$ cat src/rtl/fitness_pkg.sv
// Shared constants and state encoding for the fitness accumulation stage.
package fitness_pkg;

  // Default geometry of one individual's output vector {y3,y2,y1,y0}
  localparam int N_OUT = 4;
  localparam int OUT_W = 16;
  localparam int VEC_W = N_OUT * OUT_W;
  // Width able to hold a per-vector match count of 0..VEC_W
  localparam int INC_W = $clog2(VEC_W + 1);

  // Controller states
  typedef enum logic [1:0] {
    IDLE   = 2'd0,
    ACCUM  = 2'd1,
    REPORT = 2'd2
  } state_t;

endpackage

$ cat src/rtl/fitness_accumulator_hamming.sv
// Combinational Hamming similarity: number of bit positions where a and b agree.
module hamming_score
  import fitness_pkg::*;
#(
  parameter int W  = VEC_W,
  parameter int CW = INC_W
) (
  input  logic [W-1:0]  i_a,
  input  logic [W-1:0]  i_b,
  output logic [CW-1:0] o_count
);

  logic [W-1:0]  w_match;
  logic [CW-1:0] w_count;

  assign w_match = ~(i_a ^ i_b);

  // Population count of the agreeing bit positions
  always_comb begin
    w_count = '0;
    for (int b = 0; b < W; b++) begin
      w_count = w_count + CW'(w_match[b]);
    end
  end

  assign o_count = w_count;

endmodule

$ cat src/rtl/fitness_accumulator.sv
// Accumulates per-individual match scores over a fixed number of test vectors,
// then streams the final scores out one per handshake.
module fitness_accumulator
  import fitness_pkg::*;
#(
  parameter int POP_SIZE   = 15,
  parameter int N_OUT      = fitness_pkg::N_OUT,
  parameter int OUT_W      = fitness_pkg::OUT_W,
  parameter int TEST_COUNT = 2,
  parameter int SCORE_W    = 16,
  // Derived widths; not meant to be overridden
  parameter int IDX_W      = (POP_SIZE > 1) ? $clog2(POP_SIZE) : 1
) (
  input  logic                              clk,
  input  logic                              rst,
  input  logic                              start,
  input  logic                              vec_valid,
  output logic                              vec_ready,
  input  logic [N_OUT*OUT_W-1:0]            vec_expected,
  input  logic [POP_SIZE*N_OUT*OUT_W-1:0]   dut_outputs,
  output logic                              score_valid,
  input  logic                              score_ready,
  output logic [IDX_W-1:0]                  score_index,
  output logic [SCORE_W-1:0]                score,
  output logic                              busy,
  output logic                              done
);

  localparam int VW    = N_OUT * OUT_W;
  localparam int IW    = $clog2(VW + 1);
  localparam int CNT_W = $clog2(TEST_COUNT + 1);
  // Sum wide enough that neither operand can overflow it before clamping
  localparam int SUM_W = ((SCORE_W > IW) ? SCORE_W : IW) + 1;
  localparam logic [SUM_W-1:0] SCORE_MAX = {{(SUM_W-SCORE_W){1'b0}}, {SCORE_W{1'b1}}};

  state_t             r_state;
  logic [CNT_W-1:0]   r_vec_cnt;
  logic [IDX_W-1:0]   r_k;
  logic               r_done;
  logic [SCORE_W-1:0] r_score [POP_SIZE];

  logic [IW-1:0]      w_inc [POP_SIZE];
  logic [SUM_W-1:0]   w_sum [POP_SIZE];
  logic [SCORE_W-1:0] w_sat [POP_SIZE];

  logic w_clear;
  logic w_vec_hs;
  logic w_last_vec;
  logic w_score_hs;
  logic w_last_score;

  assign w_clear      = (r_state == IDLE) && start;
  assign w_vec_hs     = (r_state == ACCUM) && vec_valid;
  assign w_last_vec   = w_vec_hs && (r_vec_cnt == CNT_W'(TEST_COUNT - 1));
  assign w_score_hs   = (r_state == REPORT) && score_ready;
  assign w_last_score = w_score_hs && (r_k == IDX_W'(POP_SIZE - 1));

  // One similarity counter and saturating adder per individual
  genvar gi;
  generate
    for (gi = 0; gi < POP_SIZE; gi++) begin : g_ind
      hamming_score #(
        .W  (VW),
        .CW (IW)
      ) u_ham (
        .i_a     (dut_outputs[gi*VW +: VW]),
        .i_b     (vec_expected),
        .o_count (w_inc[gi])
      );

      assign w_sum[gi] = SUM_W'(r_score[gi]) + SUM_W'(w_inc[gi]);
      assign w_sat[gi] = (w_sum[gi] > SCORE_MAX) ? {SCORE_W{1'b1}}
                                                 : w_sum[gi][SCORE_W-1:0];
    end
  endgenerate

  // Run control: vector counting, report index walk and done pulse
  always_ff @(posedge clk) begin
    if (!rst) begin
      r_state   <= IDLE;
      r_vec_cnt <= '0;
      r_k       <= '0;
      r_done    <= 1'b0;
    end else begin
      r_done <= 1'b0;
      case (r_state)
        IDLE: begin
          if (start) begin
            r_vec_cnt <= '0;
            r_k       <= '0;
            r_state   <= ACCUM;
          end
        end
        ACCUM: begin
          if (w_vec_hs) begin
            r_vec_cnt <= r_vec_cnt + CNT_W'(1);
            if (w_last_vec) begin
              r_state <= REPORT;
            end
          end
        end
        REPORT: begin
          if (w_last_score) begin
            r_k     <= '0;
            r_done  <= 1'b1;
            r_state <= IDLE;
          end else if (w_score_hs) begin
            r_k <= r_k + IDX_W'(1);
          end
        end
        default: r_state <= IDLE;
      endcase
    end
  end

  // Score array: cleared at run start, bumped on every accepted vector
  always_ff @(posedge clk) begin
    for (int i = 0; i < POP_SIZE; i++) begin
      if (!rst || w_clear) begin
        r_score[i] <= '0;
      end else if (w_vec_hs) begin
        r_score[i] <= w_sat[i];
      end
    end
  end

  assign vec_ready   = (r_state == ACCUM);
  assign score_valid = (r_state == REPORT);
  assign score_index = r_k;
  assign score       = r_score[r_k];
  assign busy        = (r_state != IDLE);
  assign done        = r_done;

endmodule

$ cat config.mk
export PLATFORM = sky130hd
export DESIGN_NAME = fitness_accumulator
export DESIGN_NICKNAME = d
export VERILOG_FILES = /design/src/rtl/fitness_pkg.sv /design/src/rtl/fitness_accumulator_hamming.sv /design/src/rtl/fitness_accumulator.sv
export SDC_FILE = /design/constraint.sdc
export NUM_CORES = 2
export LEC_CHECK = 0
export ABC_AREA = 1
export BUFFER_PORTS_ARGS = -buffer_cell sky130_fd_sc_hd__clkbuf_2
export CAP_MARGIN = 30
export CORE_AREA = 2 2 405 407
export DETAILED_ROUTE_END_ITERATION = 6
export DIE_AREA = 0 0 407 409
export HOLD_SLACK_MARGIN = 0.03
export PLACE_DENSITY = 0.59
export SYNTH_ARGS = -nofsm -noshare
export SYNTH_HDL_FRONTEND = slang
export SYNTH_SLANG_ARGS = --single-unit
$ cat constraint.sdc
create_clock -name clk -period 9.2 [get_ports clk]
set_clock_uncertainty 0.05 [all_clocks]
set_input_delay 0.92 -clock clk [delete_from_list [all_inputs] [get_ports clk]]
set_output_delay 0.92 -clock clk [all_outputs]
set_load 0.1 [all_outputs]
### Word level (Yosys, flattened, before mapping)

Memories as Yosys holds them, arrays and structs flattened. A register that Yosys moved wholly into a read port is not among the register bits.
Index checks and enable logic that the tools add are counted.

| word-level totals | value |
|---|---|
| flip-flop bits (word level) | 9 |
| RAM bits | 240 |
| input bits | 1029 |
| output and inout port bits | 24 |
| word-level logic and storage cells | 1101 |
| memories | 1 |

Memories:

| name | words | bits a word | read ports | clocked after memory_dff | write ports | line | text |
|---|---|---|---|---|---|---|---|
| r_score | 15 | 16 | 16 | 1 | 15 | fitness_accumulator.sv:40 | `logic [SCORE_W-1:0] r_score [POP_SIZE];` |

| cells by class | value |
|---|---|
| $add $sub $neg | 962 |
| order comparisons | 15 |
| eq/ne operators | 9 |
| multiplexer cells | 50 |
| bitwise gates (word level) | 45 |
| reductions and logical operators | 15 |

Operators by type and width:

| kind | count |
|---|---|
| 7-bit by 1-bit adder with 7-bit output | 930 |
| 64-bit inverter | 15 |
| 64-bit XOR | 15 |
| 16-bit two-way mux | 30 |
| 16-bit by 7-bit adder with 17-bit output | 15 |
| 17-bit by 16-bit greater-than comparator with 1-bit output (second input constant) | 15 |
| 1-bit by 1-bit adder with 2-bit output | 15 |
| 4-bit two-way mux | 5 |
| 1-bit bitwise OR | 15 |
| 2-bit two-way mux | 6 |
| 4-bit one-hot mux with 2 select lines | 1 |
| 1-bit two-way mux | 6 |
| 2-bit by 1-bit != test with 1-bit output (second input constant) | 3 |
| 2-bit one-hot mux with 3 select lines | 1 |
| 3-bit AND reduction | 2 |
| 2-bit nonzero test | 3 |
| 1-bit logical AND | 5 |
| 4-bit by 1-bit adder with 4-bit output (second input constant) | 1 |
| 2-bit by 1-bit == test with 1-bit output (second input constant) | 2 |
| 4-bit == test (second input constant) | 1 |
| 2-bit one-hot mux with 2 select lines | 1 |
| 4-bit AND reduction | 1 |
| 3-bit by 1-bit != test with 1-bit output (second input constant) | 1 |
| 2-bit by 1-bit adder with 2-bit output (second input constant) | 1 |
| other kinds (6) | 6 |

### Logic depth before layout (Yosys ltp)

| depth | value |
|---|---|
| depth in word-level cells | 69 |
| mapped depth | 37 |
| depth with buffers taken out | 35 |

### Hierarchy

A second synthesis with hierarchy kept.

| second synthesis, totals | value |
|---|---|
| cells, all modules | 6144 |
| area total of the unflattened synthesis | 53675.2 um^2 |

Modules (own cells, without submodules):

| module | times used | cells each | area each (um^2) | sequential area each (um^2) |
|---|---|---|---|---|
| fitness_accumulator | 1 | 2841 | 20827.5 | 7467.2 |
| hamming_score at g_ind[14].u_ham ... | 9 | 221 | 2195.9 | 0.0 |
| hamming_score at g_ind[0].u_ham ... | 6 | 219 | 2180.8 | 0.0 |

### Least setup slack after synthesis

Ideal clock, no wire load.

| path | value |
|---|---|
| path kind | input to register |
| start | input vec_expected[0] |
| end | memory r_score[7][13], data pin |
| setup time | 0.249 ns |
| data arrival time | 8.484 ns |
| data required time | 8.901 ns |
| setup slack | 0.417 ns |
| stages | 32 |
| path buffers | 3 |
| path through | clkbuf_1 > buf_2 > xnor2_1 > ha_1 > inv_1 > fa_1 > fa_1 > fa_1 > fa_1 > fa_1 > fa_1 > fa_1 > inv_1 > fa_1 > fa_1 > inv_1 > fa_1 > inv_1 > a31oi_1 > nor2_1 > o21ai_0 > nand2_1 > ha_1 > nand2_1 > inv_1 > a21boi_0 > nand2_1 > nand3_1 > buf_2 > nand3_1 > nand2_1 > inv_1 |

RTL lines:

| what | line | text |
|---|---|---|
| from (decl) | fitness_accumulator.sv:19 | `input logic [N_OUT*OUT_W-1:0] vec_expected,` |
| to (decl) | fitness_accumulator.sv:40 |  |

==> key figures <==
Status
  • Status: completed

Setup path
  • Crit path kind: primary input to flop
  • Worst Setup Start Kind: primary input
  • CP endpoint: r_score[6][13]
  • Worst EP required: roughly 9.5 ns
  • CP endpoint kind: flop
  • Register-to-Register Path Depth: 7
  • R2r startpoint: r_state[0]
  • Max incr delay on CP: ~0.65 ns
  • Critical Path Fanout Max: 9
  • R2r setup slk: about 6.5 ns
  • R2r endpoint: r_score[2][5]
  • Worst path slowest cell: fa_1
  • CP arrival: approximately 9 ns
  • Crit. Startpoint: vec_expected[30]

CTS
  • Clock tree root buffer cell: clkbuf_16
  • Total clock sinks: between 200 and 300
  • CTS HTree Levels: 2
  • TritonCTS Buffers: 35
  • Reg clk slew, reported paths: 0.06 ns
  • Setup Fix Bufs, Post-CTS: 0
  • Clock Latency Late Sink: 0.58 ns
  • Hold_buf cts: 0
  • Post-cts sizing count: 0
  • Clock buffer depth: 3
  • CTS tree: built

Timing
  • Number of setup violations in the final report: 0
  • Worst slew pin tran: 1.07 ns
  • Final-report hold violation count: 0
  • Slew headroom: 28.5%
  • Min Tclk post-route: 8.72 ns
  • FMAX: ~110 MHz
  • Unrepaired setup endpoints after global routing: false
  • Final period utilization: 94.8%
  • Max Transition Viols Final: 0

Place
  • Port Buffers: 1,052
  • HPWL after DPL: 212,000 µm
  • DP Cell Count: 9,447
  • Routability Congestion: 0.993
  • DP Area: 0.0637 mm²

Logic synthesis
  • Synth async-reset ratio: 0%
  • Yosys top cell by area: fa_1
  • Syn Area/Cell: 8.75 µm²
  • Register area share after synthesis: 14.0%
  • Synth Register Bits: roughly 250
  • Synth area leaders: fa_1 31%, edfxtp_1 14%, xor2_1 10%
  • Unique masters post-synth: 39
  • Post-synth top area share: 31.0%
  • Synth Flop Type: edfxtp_1
  • Syn Inst Count: 6,084
  • Post-synthesis cell area: 0.0532 mm²
  • Number of enable flip-flop cells after synthesis: between 200 and 250
  • Syn_nets: 8,301
  • Yosys warns: 0

Layout
  • Layout cells sized above 1: 20.0%
  • Layout Utilization: 40.0%
  • Commonest non-fill, non-tap cells in the layout: 1,284 x inv_1, 1,051 x clkbuf_2, 828 x nand2_1, 825 x fa_1, 632 x xor2_1
  • Most common cell after layout, fill and taps aside: inv_1
  • # nets final: 9,527
  • Layout Cells excl Fill: 9,531
  • Area Overhead vs Synth: 21.8%
  • Finished layout cell area: 0.0648 mm²

Die
  • Starting Density: 32.9%
  • Die height: 409 µm
  • Core Footprint: between 0.15 and 0.2 mm²
  • I/O Pins: 1,053
  • Row count: 148
  • Die width: 407 µm
  • Die Area: roughly 0.17 mm²

Detailed routing
  • Iteration-0 DRC Markers: 4,418
  • Via count: 46.3k
  • Total length of routed wires: 249,000 µm
  • Residual DRC: 0
  • Pre-Repair DR Iteration Count: 6
  • Antenna viol nets, final: 0
  • WL/cell: between 20 and 30 µm
  • Via/cell ratio: between 4 and 5

GRT
  • GRT Util Overall: 29.4%
  • Vias in the first global route: 47.7k
  • Largest net degree at the start of global routing: 152
  • GRT overflow: 0
  • First-pass GRT wire length: 340,000 µm
  • Initial antenna violation count: 51

Worst hold path
  • Hold Crit Class: flop to flop

Flow run
  • Max-cap viol count: 0
[logic make-up (layout without fill, tap and decap cells)]
kind of cell    count (synthesis)  after routing  share of synthesized area [%]
other cells                     0             22                              0
simple gates                 1496           1496                           11.9
xor+xnor                     1113           1113                           18.3
compound gates                533            533                           5.40
fa+ha+maj                    1188           1188                           39.6
flops                         253            253                           14.0
buf+inv                      1501           2751                           10.8
[sequential cells by signal, summed over array words and instances, names as in the netlist, named ones only]
signal       count
done             1
score_index      4
r_score        240
r_state          2
r_vec_cnt        2
[layer usage]
layer  track usage, %  wire (µm)  up-vias
li1                 -          -    21000
met1             37.9     101000    22800
met2             45.5     110000     1982
met3             8.04      23700      439
met4             13.6      13400       32
met5                0        196        -
[critical path: cells and delay by family]
family	cells	cell delay [ns]
simple gates	12	1.11
buf+inv	8	1.05
compound gates	2	0.32
xor+xnor	1	0.35
fa+ha+maj	11	5.21
[layout make-up]
class / instances / area [µm²]
flip-flops and latches: 253 / 7470
multi-input cells: 4330 / 40000
clock buffers: 45 / 937
repair buffers: 1401 / 8680
inverters: 1289 / 4840
well taps: 2175 / 2720
diodes: 22 / 55.1
clock inverters: 16 / 120
fillers: 16400 / 97200
[per-stage QoR]
step           hold WS [ns]  setup TNS [ns]  setup WS [ns]
2_1_floorplan         0.405               0          0.417
6_report              0.442               0          0.482
4_1_cts               0.440               0          0.512
3_5_place_dp          0.432          -0.659        -0.0786
3_3_place_gp          0.422          -0.664        -0.0843
5_1_grt               0.458               0        0.00259
[synth_stat cells, types with 19 or more instances]
cell type,instances
clkbuf_1,99
xor2_1,632
a21oi_1,314
edfxtp_1,240
nor2_1,222
xnor2_1,481
inv_1,1286
nand2_1,829
nand3b_1,19
buf_2,103
nand4_1,54
o21ai_0,134
ha_1,363
nor3_1,47
nand3_1,307
fa_1,825
[worst min-delay path by stage]
stage | startpoint | end | slack [ns] | cells past startpoint
finish | r_vec_cnt[1] | r_vec_cnt[1] | 0.44 | 2
global route | r_vec_cnt[1] | r_vec_cnt[1] | 0.46 | 2
CTS | r_vec_cnt[1] | r_vec_cnt[1] | 0.44 | 2
detailed placement | r_vec_cnt[1] | r_vec_cnt[1] | 0.43 | 2
global placement | r_vec_cnt[1] | r_vec_cnt[1] | 0.42 | 2
floorplan | r_vec_cnt[1] | r_vec_cnt[1] | 0.40 | 2
Power is left out: the tool's default activity adds up to more than one toggle a clock period on the data nets, which glitch-free logic cannot reach.
